**config.mk**
```make
export PLATFORM = sky130hd
export DESIGN_NAME = pdm_cic_decimator
export DESIGN_NICKNAME = d
export VERILOG_FILES = /design/src/rtl/pdm_pkg.sv /design/src/rtl/pdm_dc_block.sv /design/src/rtl/pdm_cic_decimator.sv
export SDC_FILE = /design/constraint.sdc
export NUM_CORES = 1
export LEC_CHECK = 0
export ABC_AREA = 1
export CORE_ASPECT_RATIO = 1.2
export CORE_MARGIN = 2
export CORE_UTILIZATION = 51
export DETAILED_ROUTE_END_ITERATION = 8
export PLACE_DENSITY = 0.7
export SKIP_CTS_REPAIR_TIMING = 1
export SLEW_MARGIN = 20
export SYNTH_ARGS = -nofsm -noshare
export SYNTH_HDL_FRONTEND = slang
export SYNTH_HIERARCHICAL = 1
export SYNTH_SLANG_ARGS = --single-unit
```
**constraint.sdc**
```tcl
create_clock -name clk_i -period 9.8 [get_ports clk_i]
set_clock_uncertainty 0.05 [all_clocks]
set_input_delay 1.96 -clock clk_i [delete_from_list [all_inputs] [get_ports clk_i]]
set_output_delay 1.96 -clock clk_i [all_outputs]
set_load 0.1 [all_outputs]
```
**src/rtl/pdm_pkg.sv**
```systemverilog
// Shared constants, width helper and PCM sample type for the PDM-to-PCM CIC decimator.
// Pure declarations: no latency and no flow control live here.
package pdm_pkg;

  localparam int CIC_ORDER = 3;
  localparam int DC_SHIFT  = 10;

  function automatic int cic_out_w(input int decim);
    return 2 + CIC_ORDER * $clog2(decim);
  endfunction

  localparam int PCM_W_DEFAULT = cic_out_w(64);

  typedef logic signed [PCM_W_DEFAULT-1:0] pcm_t;

endpackage

```
**src/rtl/pdm_dc_block.sv**
```systemverilog
// First-order DC-removal high-pass on CIC strobes; 1 cycle strobe-in to strobe-out.
// No backpressure: every input strobe produces exactly one output strobe.
module pdm_dc_block
  import pdm_pkg::*;
#(
  parameter int W     = 20,
  parameter int SHIFT = DC_SHIFT
) (
  input  logic                clk_i,
  input  logic                rst_i,
  input  logic                x_vld_i,
  input  logic signed [W-1:0] x_dat_i,
  output logic                y_vld_o,
  output logic signed [W-1:0] y_dat_o
);

  localparam int IW = W + SHIFT;

  logic signed [IW-1:0] x_ext;
  logic signed [IW-1:0] x_prev_q, x_prev_d;
  logic signed [IW-1:0] y_q, y_d;
  logic                 y_vld_q, y_vld_d;

  always_comb begin
    x_ext    = IW'(x_dat_i);
    x_prev_d = x_prev_q;
    y_d      = y_q;
    y_vld_d  = x_vld_i;
    if (x_vld_i) begin
      x_prev_d = x_ext;
      // Leak term pulls the accumulated output back toward zero.
      y_d      = x_ext - x_prev_q + y_q - (y_q >>> SHIFT);
    end
  end

  always_ff @(posedge clk_i) begin
    if (rst_i) begin
      x_prev_q <= '0;
      y_q      <= '0;
      y_vld_q  <= 1'b0;
    end else begin
      x_prev_q <= x_prev_d;
      y_q      <= y_d;
      y_vld_q  <= y_vld_d;
    end
  end

  assign y_vld_o = y_vld_q;
  assign y_dat_o = y_q[W-1:0];

endmodule

```
**src/rtl/pdm_cic_decimator.sv**
```systemverilog
// 3rd-order CIC decimator, 1-bit PDM to signed PCM; strobe 1 cycle after period end (+1 with PDM_DC_BLOCK_EN).
// No backpressure: din_en_i paces the input, pcm_valid_o is a single-cycle strobe.
module pdm_cic_decimator
  import pdm_pkg::*;
#(
  parameter  int DECIM = 64,
  localparam int OUT_W = cic_out_w(DECIM)
) (
  input  logic                    clk_i,
  input  logic                    rst_i,
  input  logic                    din_i,
  input  logic                    din_en_i,
  output logic signed [OUT_W-1:0] pcm_out_o,
  output logic                    pcm_valid_o
);

  localparam int CNT_W = $clog2(DECIM);

  typedef logic signed [OUT_W-1:0] acc_t;

  acc_t             x_pcm;
  acc_t             int1_q, int1_d;
  acc_t             int2_q, int2_d;
  acc_t             int3_q, int3_d;
  acc_t             dly1_q, dly1_d;
  acc_t             dly2_q, dly2_d;
  acc_t             dly3_q, dly3_d;
  acc_t             cmb1, cmb2, cmb3;
  acc_t             cic_out_q, cic_out_d;
  logic             cic_vld_q, cic_vld_d;
  logic [CNT_W-1:0] cnt_q, cnt_d;
  logic             period_end;

  always_comb begin
    x_pcm      = din_i ? acc_t'(1) : acc_t'(-1);
    period_end = din_en_i && (cnt_q == CNT_W'(DECIM - 1));

    // Wrapping integrators; modulo arithmetic is undone exactly by the combs.
    int1_d = int1_q;
    int2_d = int2_q;
    int3_d = int3_q;
    cnt_d  = cnt_q;
    if (din_en_i) begin
      int1_d = int1_q + x_pcm;
      int2_d = int2_q + int1_d;
      int3_d = int3_q + int2_d;
      cnt_d  = cnt_q + CNT_W'(1);
    end

    cmb1 = int3_d - dly1_q;
    cmb2 = cmb1   - dly2_q;
    cmb3 = cmb2   - dly3_q;

    dly1_d    = dly1_q;
    dly2_d    = dly2_q;
    dly3_d    = dly3_q;
    cic_out_d = cic_out_q;
    cic_vld_d = period_end;
    if (period_end) begin
      dly1_d    = int3_d;
      dly2_d    = cmb1;
      dly3_d    = cmb2;
      cic_out_d = cmb3;
    end
  end

  always_ff @(posedge clk_i) begin
    if (rst_i) begin
      int1_q    <= '0;
      int2_q    <= '0;
      int3_q    <= '0;
      dly1_q    <= '0;
      dly2_q    <= '0;
      dly3_q    <= '0;
      cnt_q     <= '0;
      cic_out_q <= '0;
      cic_vld_q <= 1'b0;
    end else begin
      int1_q    <= int1_d;
      int2_q    <= int2_d;
      int3_q    <= int3_d;
      dly1_q    <= dly1_d;
      dly2_q    <= dly2_d;
      dly3_q    <= dly3_d;
      cnt_q     <= cnt_d;
      cic_out_q <= cic_out_d;
      cic_vld_q <= cic_vld_d;
    end
  end

`ifdef PDM_DC_BLOCK_EN
  pdm_dc_block #(
    .W     (OUT_W),
    .SHIFT (DC_SHIFT)
  ) u_dc_block (
    .clk_i   (clk_i),
    .rst_i   (rst_i),
    .x_vld_i (cic_vld_q),
    .x_dat_i (cic_out_q),
    .y_vld_o (pcm_valid_o),
    .y_dat_o (pcm_out_o)
  );
`else
  assign pcm_out_o   = cic_out_q;
  assign pcm_valid_o = cic_vld_q;
`endif

endmodule

```
### Word level (Yosys, flattened, before mapping)

Cells that the tools add are included.

| storage, ports and cells | value |
|---|---|
| bits in registers | 147 |
| latch bits | 0 |
| bits in writable memories | 0 |
| bits in read-only memories | 0 |
| input port bits | 4 |
| output and inout bits | 21 |
| word-level logic and storage cells | 20 |
| memories | 0 |

| cells by class | value |
|---|---|
| add/subtract/negate cells | 7 |
| multiply operators | 0 |
| div/mod/pow operators | 0 |
| order comparisons | 0 |
| equal/unequal tests | 1 |
| shift-type cells | 0 |
| mux-type cells | 2 |
| bitwise operators | 0 |
| reductions and logical operators | 1 |

Operators by type and width:

| operator | number |
|---|---|
| 20-bit adder | 3 |
| 20-bit subtractor | 3 |
| 20-bit 2-to-1 mux | 2 |
| 6-bit by 1-bit adder with 6-bit output (second input constant) | 1 |
| 6-bit == test (second input constant) | 1 |
| 1-bit logical AND | 1 |

### Logic depth before layout (Yosys ltp)

Gate-level depths: netlist (run 1).

| logic depth | value |
|---|---|
| depth after elaboration | 8 |
| mapped depth | 50 |
| gate-level depth less buffers | 50 |

### Worst setup path before layout (run 1)

No wires, ideal clock.

| path | value |
|---|---|
| path kind | in2reg |
| from | input port din_i |
| to | register cic_out_q[18], in the netlist pcm_out_o[18] |
| library setup time | 0.061 ns |
| arrival time | 9.375 ns |
| required time | 9.689 ns |
| slack | 0.314 ns |
| stages on the path | 47 |
| buffers on the path | 0 |
| cells stage by stage | inv_1 -> ha_1 -> a21oi_1 -> nand2_1 -> xor2_1 -> ha_1 -> a21oi_1 -> o21ai_0 -> a21o_1 -> a21oi_1 -> xnor2_1 -> ha_1 -> a21oi_1 -> o21ai_0 -> a21oi_1 -> nor2_1 -> nor2_1 -> xnor2_1 -> (+11 left out) -> o21bai_1 -> xor2_1 -> inv_1 -> ha_1 -> nand4_1 -> nor3_1 -> nand4_1 -> o2111ai_1 -> xor2_1 -> inv_1 -> ha_1 -> nand2_1 -> nor4_1 -> nand4_1 -> a31o_2 -> nand3_1 -> o211ai_1 -> inv_1 |

| between the ends | value |
|---|---|
| word-level cells in the longest chain between the ends | 8 |

RTL lines:

| what | line | RTL |
|---|---|---|
| from (decl) | pdm_cic_decimator.sv:11 | `input logic din_i,` |
| 20-bit 2-to-1 mux | pdm_cic_decimator.sv:35 | `x_pcm = din_i ? acc_t'(1) : acc_t'(-1);` |
| 20-bit adder | pdm_cic_decimator.sv:44 | `int1_d = int1_q + x_pcm;` |
| 20-bit adder | pdm_cic_decimator.sv:45 | `int2_d = int2_q + int1_d;` |
| 20-bit adder | pdm_cic_decimator.sv:46 | `int3_d = int3_q + int2_d;` |
| 20-bit 2-to-1 mux | pdm_cic_decimator.sv:43 | `if (din_en_i) begin` |
| named net int3_d[9] | pdm_cic_decimator.sv:24 | `acc_t int3_q, int3_d;` |
| 20-bit subtractor | pdm_cic_decimator.sv:50 | `cmb1 = int3_d - dly1_q;` |
| named net cmb1[16] | pdm_cic_decimator.sv:28 | `acc_t cmb1, cmb2, cmb3;` |
| 20-bit subtractor | pdm_cic_decimator.sv:51 | `cmb2 = cmb1 - dly2_q;` |
| named net cmb2[17] | pdm_cic_decimator.sv:28 |  |
| 20-bit subtractor | pdm_cic_decimator.sv:52 | `cmb3 = cmb2 - dly3_q;` |
| to (signal assigned) | pdm_cic_decimator.sv:86 | `cic_out_q <= cic_out_d;` |
| to (decl) | pdm_cic_decimator.sv:29 | `acc_t cic_out_q, cic_out_d;` |

The timed path passes the listed nets, and every way through them passes these cells.
A chain may end at the register's enable or synchronous reset.

### Worst setup path in the final report (run 1)

Ends and elaborated chain as after synthesis.

==> reports/metrics.cfg, run 1 <==
[run_status]
run_status = finished, final reports clean

[synth]
netlist.area_leader.share = 0.2674
most_instantiated_flip_flop_cell_in_the_synthesis_netlist = dfxtp_1
asyncSetResetFlopFracSynth = 0
yosys.area.top_type = dfxtp_1
synth_fp_nets = 1720
synth_sequential_area_ratio = 0.2674
synth.ff_latch_count = 147
yosys-top-cells-area = dfxtp_1 (27%), ha_1 (13%), inv_1 (9.5%), a21oi_1 (8.2%), o21ai_0 (8.1%)
syn-mean-instance-area_um2 = 6.896
yosysUniqueCellTypes = 54
synth_enable_flop_cells = 0
synth.yosys.warnings = 6
synthesis.instances = 1596
mappedNetlistArea_um2 = 11010

[layout]
layout_common_cells = inv_1 (277), buf_4 (262), nand2_1 (188)
post_route_cells_drive_above_1_share = 0.2194
design.final.nets = 1980
layout.filler_cells = 1812
layout-area-overhead-vs-synth_pct = 30.79
most_common_cell_after_layout_fill_and_taps_aside = inv_1
sequential_cell_area_um2 = 2943
multi_input_area_um2 = 7242
design_area_um2 = 14400
antennaDiodeCount = 0
final_core_utilization = 0.6841

[floorplan]
die_height_um = 164.9
std_cell_rows = 58
top_level_ports = 25
start_util = 0.5230
fp.dieW_um = 138.1
core_region_area_um2 = 21050
fp.dieArea_um2 = 22780

[setup_path]
worstRegToRegCells = 46
worstPathRequired_ns = 10.13
critical-path-top-delay-family = compound AO/OA/AOI/OAI gates
slowest_delay_ns = 0.36
crit_type = in2reg
critical-path-slowest-cell = ha_1
end_kind = flip-flop
path_max_fanout = 5
critical_path.startpoint_type = input port
path_buf_inv = 7
timing.rr.end = pcm_out_o[18]
regToRegSetupSlack_ns = 1.69
worst-endpoint-arrival_ns = 9.91
reg2reg_from = int1_q[2]
critical_path.most_common_cell = ha_1

[cts]
insertion_delay_of_the_later_clocked_pin_in_the_worst_skew_pair_ns = 0.44
clk_path_buf_depth = 2
worst_setup_hold_path_clk_slew_ns = 0.07
cts-buffers-inserted = 17
cts.sink_count = 147
tritoncts = done
cts.root.buffer_cell = clkbuf_16
htree_num_levels = 4

[global_routing]
grt_pass1_vias = 10760
antenna_found_initial = 0
grt_max_degree = 110
overflow_left_after_global_routing = 0
grt_pass1_wl_um = 47000
track_usage = 0.2478

[worst_hold_path]
hold_start = dly2_q[2]
min_delay_path_depth = 2
min_delay_worst_endpoint = dly2_q[2]
holdCritPathClass = reg2reg

[placed_design]
post_dp_area_um2 = 13260
port_buffers = 24
post-dp-hpwl_um = 20920
place.gp.congestion = 0.9190

[run]
maxCapViolations = 0

[routing]
num_vias = 11210
wl_met3_um = 576
post_drt_wl_per_cell_um = 13.48
top_signal_layer_used = met4
route.final.wire_length_um = 28840
routedLengthMet1_um = 11980
routed-wl-met2_um = 15060
drt_drc_violations_left = 0
first_iter_violations = 464
drt-vias-per-instance = 5.239
length_of_the_first_detailed_routing_pass_in_iterations = 5
detail-route-antenna-nets = 0

[sta]
fmax_mhz = 104.3
final.min_clock_period_ns = 9.586
slew_headroom = 0.3456
report.final.setup_viol = 0
report.final.slew_viol_count = 0
finalHoldWorstSlack_ns = 0.4138
worst-slew-pin-transition_ns = 0.9817
final_hold_viol_count = 0
period_share = 0.9782

[worst min-delay path, cell delays in order, from the launching register on]
cell and delay, ns:
dfxtp_1 0.30, inv_1 0.06, a21oi_1 0.06
[routing by layer]
| layer | vias to the layer above | GRT usage |
|---|---|---|
| met3 | 67 | 0.03305 |
| li1 | 5786 | - |
| met1 | 5208 | 0.2622 |
| met4 | 0 | 0.1132 |
| met5 | - | 0 |
| met2 | 145 | 0.4869 |
[through the flow]
step                      setup TNS [ns]  std cells  setup WS (ns)
after floorplan                        0       1596         0.3142
after global placement            -2.297       2093        -0.7727
after detailed placement          -3.267       2093        -0.9111
after CTS                         -1.327       2125        -0.5526
after global routing             -0.5290       2139        -0.2287
final                                  0       2139         0.2139
[worst max-delay path by stage]
stage	from	endpoint	slack [ns]	depth (start not counted)
floorplan	din_i	pcm_out_o[18]	0.31	47
global route	din_i	pcm_out_o[19]	-0.23	50
CTS	din_i	pcm_out_o[19]	-0.55	50
global placement	din_i	pcm_out_o[19]	-0.77	51
detailed placement	din_i	pcm_out_o[19]	-0.91	50
finish	din_i	pcm_out_o[18]	0.21	48
[Yosys cell counts (4+ instances only)]
library cell,instances
inv_1,278
nand2_1,192
a21oi_1,181
o21ai_0,179
nor2_1,158
dfxtp_1,147
ha_1,114
nand3_1,62
xor2_1,60
clkbuf_1,35
xnor2_1,32
a31oi_1,16
o211ai_1,16
nand4_1,12
nand3_2,9
nand2_2,8
nor3_1,8
a21o_1,7
buf_1,7
o31ai_1,7
fa_1,6
o21ai_1,6
a31o_2,4
[cell families (layout without fill, tap and decap cells)]
family,count (synthesis),in the layout,share of synthesized area
compound gates,437,437,0.2151
xor+xnor,92,92,0.07321
fa+ha+maj,120,120,0.1405
buf+inv,326,599,0.1127
flops,147,147,0.2674
mux,1,1,0.0009094
simple gates,473,473,0.1903
[state kept, by name (all words and copies together), names as in the netlist]
register,cells
cnt_q,6
dly1_q,20
dly2_q,20
dly3_q,20
int1_q,20
int2_q,20
int3_q,20
pcm_out_o,20
pcm_valid_o,1
[layout make-up]
class,instances,area share
multi-input cells,1123,0.5030
inverters,281,0.07327
repair buffers,286,0.1544
clock buffers,18,0.03051
flip-flops and latches,147,0.2044
clock inverters,14,0.01095
well taps,270,0.02347
Power of run 1 is not shown: default switching activity piles up to over one toggle a cycle in this logic, so the estimate is an artifact.
==> inputs of run 2 (changes only) <==
SLEW_MARGIN = not set   (was 20)
==> run 2 against run 1 <==
  * Global-route usage stayed put
  * Critical path depth is 1 higher
  * Wire length is 0.18% lower
  * Final cell count hardly changed
  * Clock-buffer cell count stayed put
  * Largest cell class unchanged
  * Highest routed layer unchanged
==> reports/metrics.cfg, run 2 (synthesis results as in run 1) <==
[setup_path]
path_buf_inv = 8
path_max_fanout = 5
slowest_delay_ns = 0.36
critical-path-top-delay-family = compound AO/OA/AOI/OAI gates
end_kind = flip-flop
critical_path.startpoint_type = input port
worstPathRequired_ns = 10.07
critical_path.most_common_cell = ha_1
critical-path-slowest-cell = ha_1
worst-endpoint-arrival_ns = 9.84
crit_type = in2reg

[floorplan]
start_util = 0.5230
fp.dieArea_um2 = 22780
fp.dieW_um = 138.1
std_cell_rows = 58
die_height_um = 164.9
top_level_ports = 25
core_region_area_um2 = 21050

[cts]
clk_path_buf_depth = 2
cts-buffers-inserted = 17
cts.sink_count = 147
insertion_delay_of_the_later_clocked_pin_in_the_worst_skew_pair_ns = 0.44
tritoncts = done
htree_num_levels = 4
cts.root.buffer_cell = clkbuf_16
worst_setup_hold_path_clk_slew_ns = 0.07

[routing]
drt_drc_violations_left = 0
first_iter_violations = 494
drt-vias-per-instance = 5.237
detail-route-antenna-nets = 0
route.final.wire_length_um = 28780
post_drt_wl_per_cell_um = 13.45
length_of_the_first_detailed_routing_pass_in_iterations = 5
num_vias = 11210

[placed_design]
port_buffers = 24
placed_cells = 2093
dpl_worst_slack_ns = -0.9111
post-dp-hpwl_um = 20920
place.gp.congestion = 0.9190

[sta]
period_share = 0.9765
report.final.slew_viol_count = 0
slew_headroom = 0.2370
setup_ws_ns = 0.2306
report.final.setup_viol = 0
finalHoldWorstSlack_ns = 0.4139
final_sum_of_negative_setup_slack_ns = 0
fmax_mhz = 104.5
final_hold_viol_count = 0
worst-slew-pin-transition_ns = 1.142
final.min_clock_period_ns = 9.569

[layout]
finish.cell_count_without_fillers = 2140
most_common_cell_after_layout_fill_and_taps_aside = inv_1
design.final.nets = 1981
layout_common_cells = inv_1 (277), buf_4 (264), nand2_1 (189)
layout.filler_cells = 1816
multi_input_area_um2 = 7223
layout-area-overhead-vs-synth_pct = 30.51
sequential_cell_area_um2 = 2943
antennaDiodeCount = 0
post_route_cells_drive_above_1_share = 0.2203

[global_routing]
antenna_found_initial = 0
track_usage = 0.2478
grt_max_degree = 110
grt_pass1_wl_um = 47000
grt_pass1_vias = 10760
overflow_left_after_global_routing = 0

[worst_hold_path]
holdCritPathClass = reg2reg

[run]
maxCapViolations = 0

[run_status]
run_status = finished, final reports clean

## run 2: path summary, 6_finish.rpt
path	endpoint	from	slack [ns]	cells past startpoint
setup / recovery	pcm_out_o[18]	din_i	0.23	49
hold / removal	dly2_q[2]	dly2_q[2]	0.41	2
setup reg to reg	pcm_out_o[18]	int1_q[2]	1.71	47
hold reg to reg	dly2_q[2]	dly2_q[2]	0.41	2
## run 2: metal layers
| metal | vias up | global-route usage | wire [um] |
|---|---|---|---|
| li1 | 5782 | - | - |
| met1 | 5197 | 0.2622 | 11830 |
| met2 | 165 | 0.4869 | 15080 |
| met3 | 63 | 0.03305 | 686 |
| met4 | 0 | 0.1132 | 1183 |
| met5 | - | 0 | 0 |
## run 2: tightest hold or removal path, cell delays in order, from the launching register on
cell and delay [ns]:
dfxtp_1 0.30, inv_1 0.06, a21oi_1 0.06
## run 2: stage by stage
stage | util | cell area, um2
floorplan | - | 11010
global placement | 0.6300 | 13260
detailed placement | 0.6300 | 13260
CTS | 0.6584 | 13860
global route | 0.6826 | 14370
finish | 0.6826 | 14370
## run 2: cell type report
cell class / count / share of cell area
clock buffers: 18 / 0.03057
inverters: 281 / 0.07343
flip-flops and latches: 147 / 0.2049
well taps: 270 / 0.02352
multi-input cells: 1123 / 0.5028
repair buffers: 287 / 0.1538
clock inverters: 14 / 0.01097
Power of run 2 is left out for the same reason.
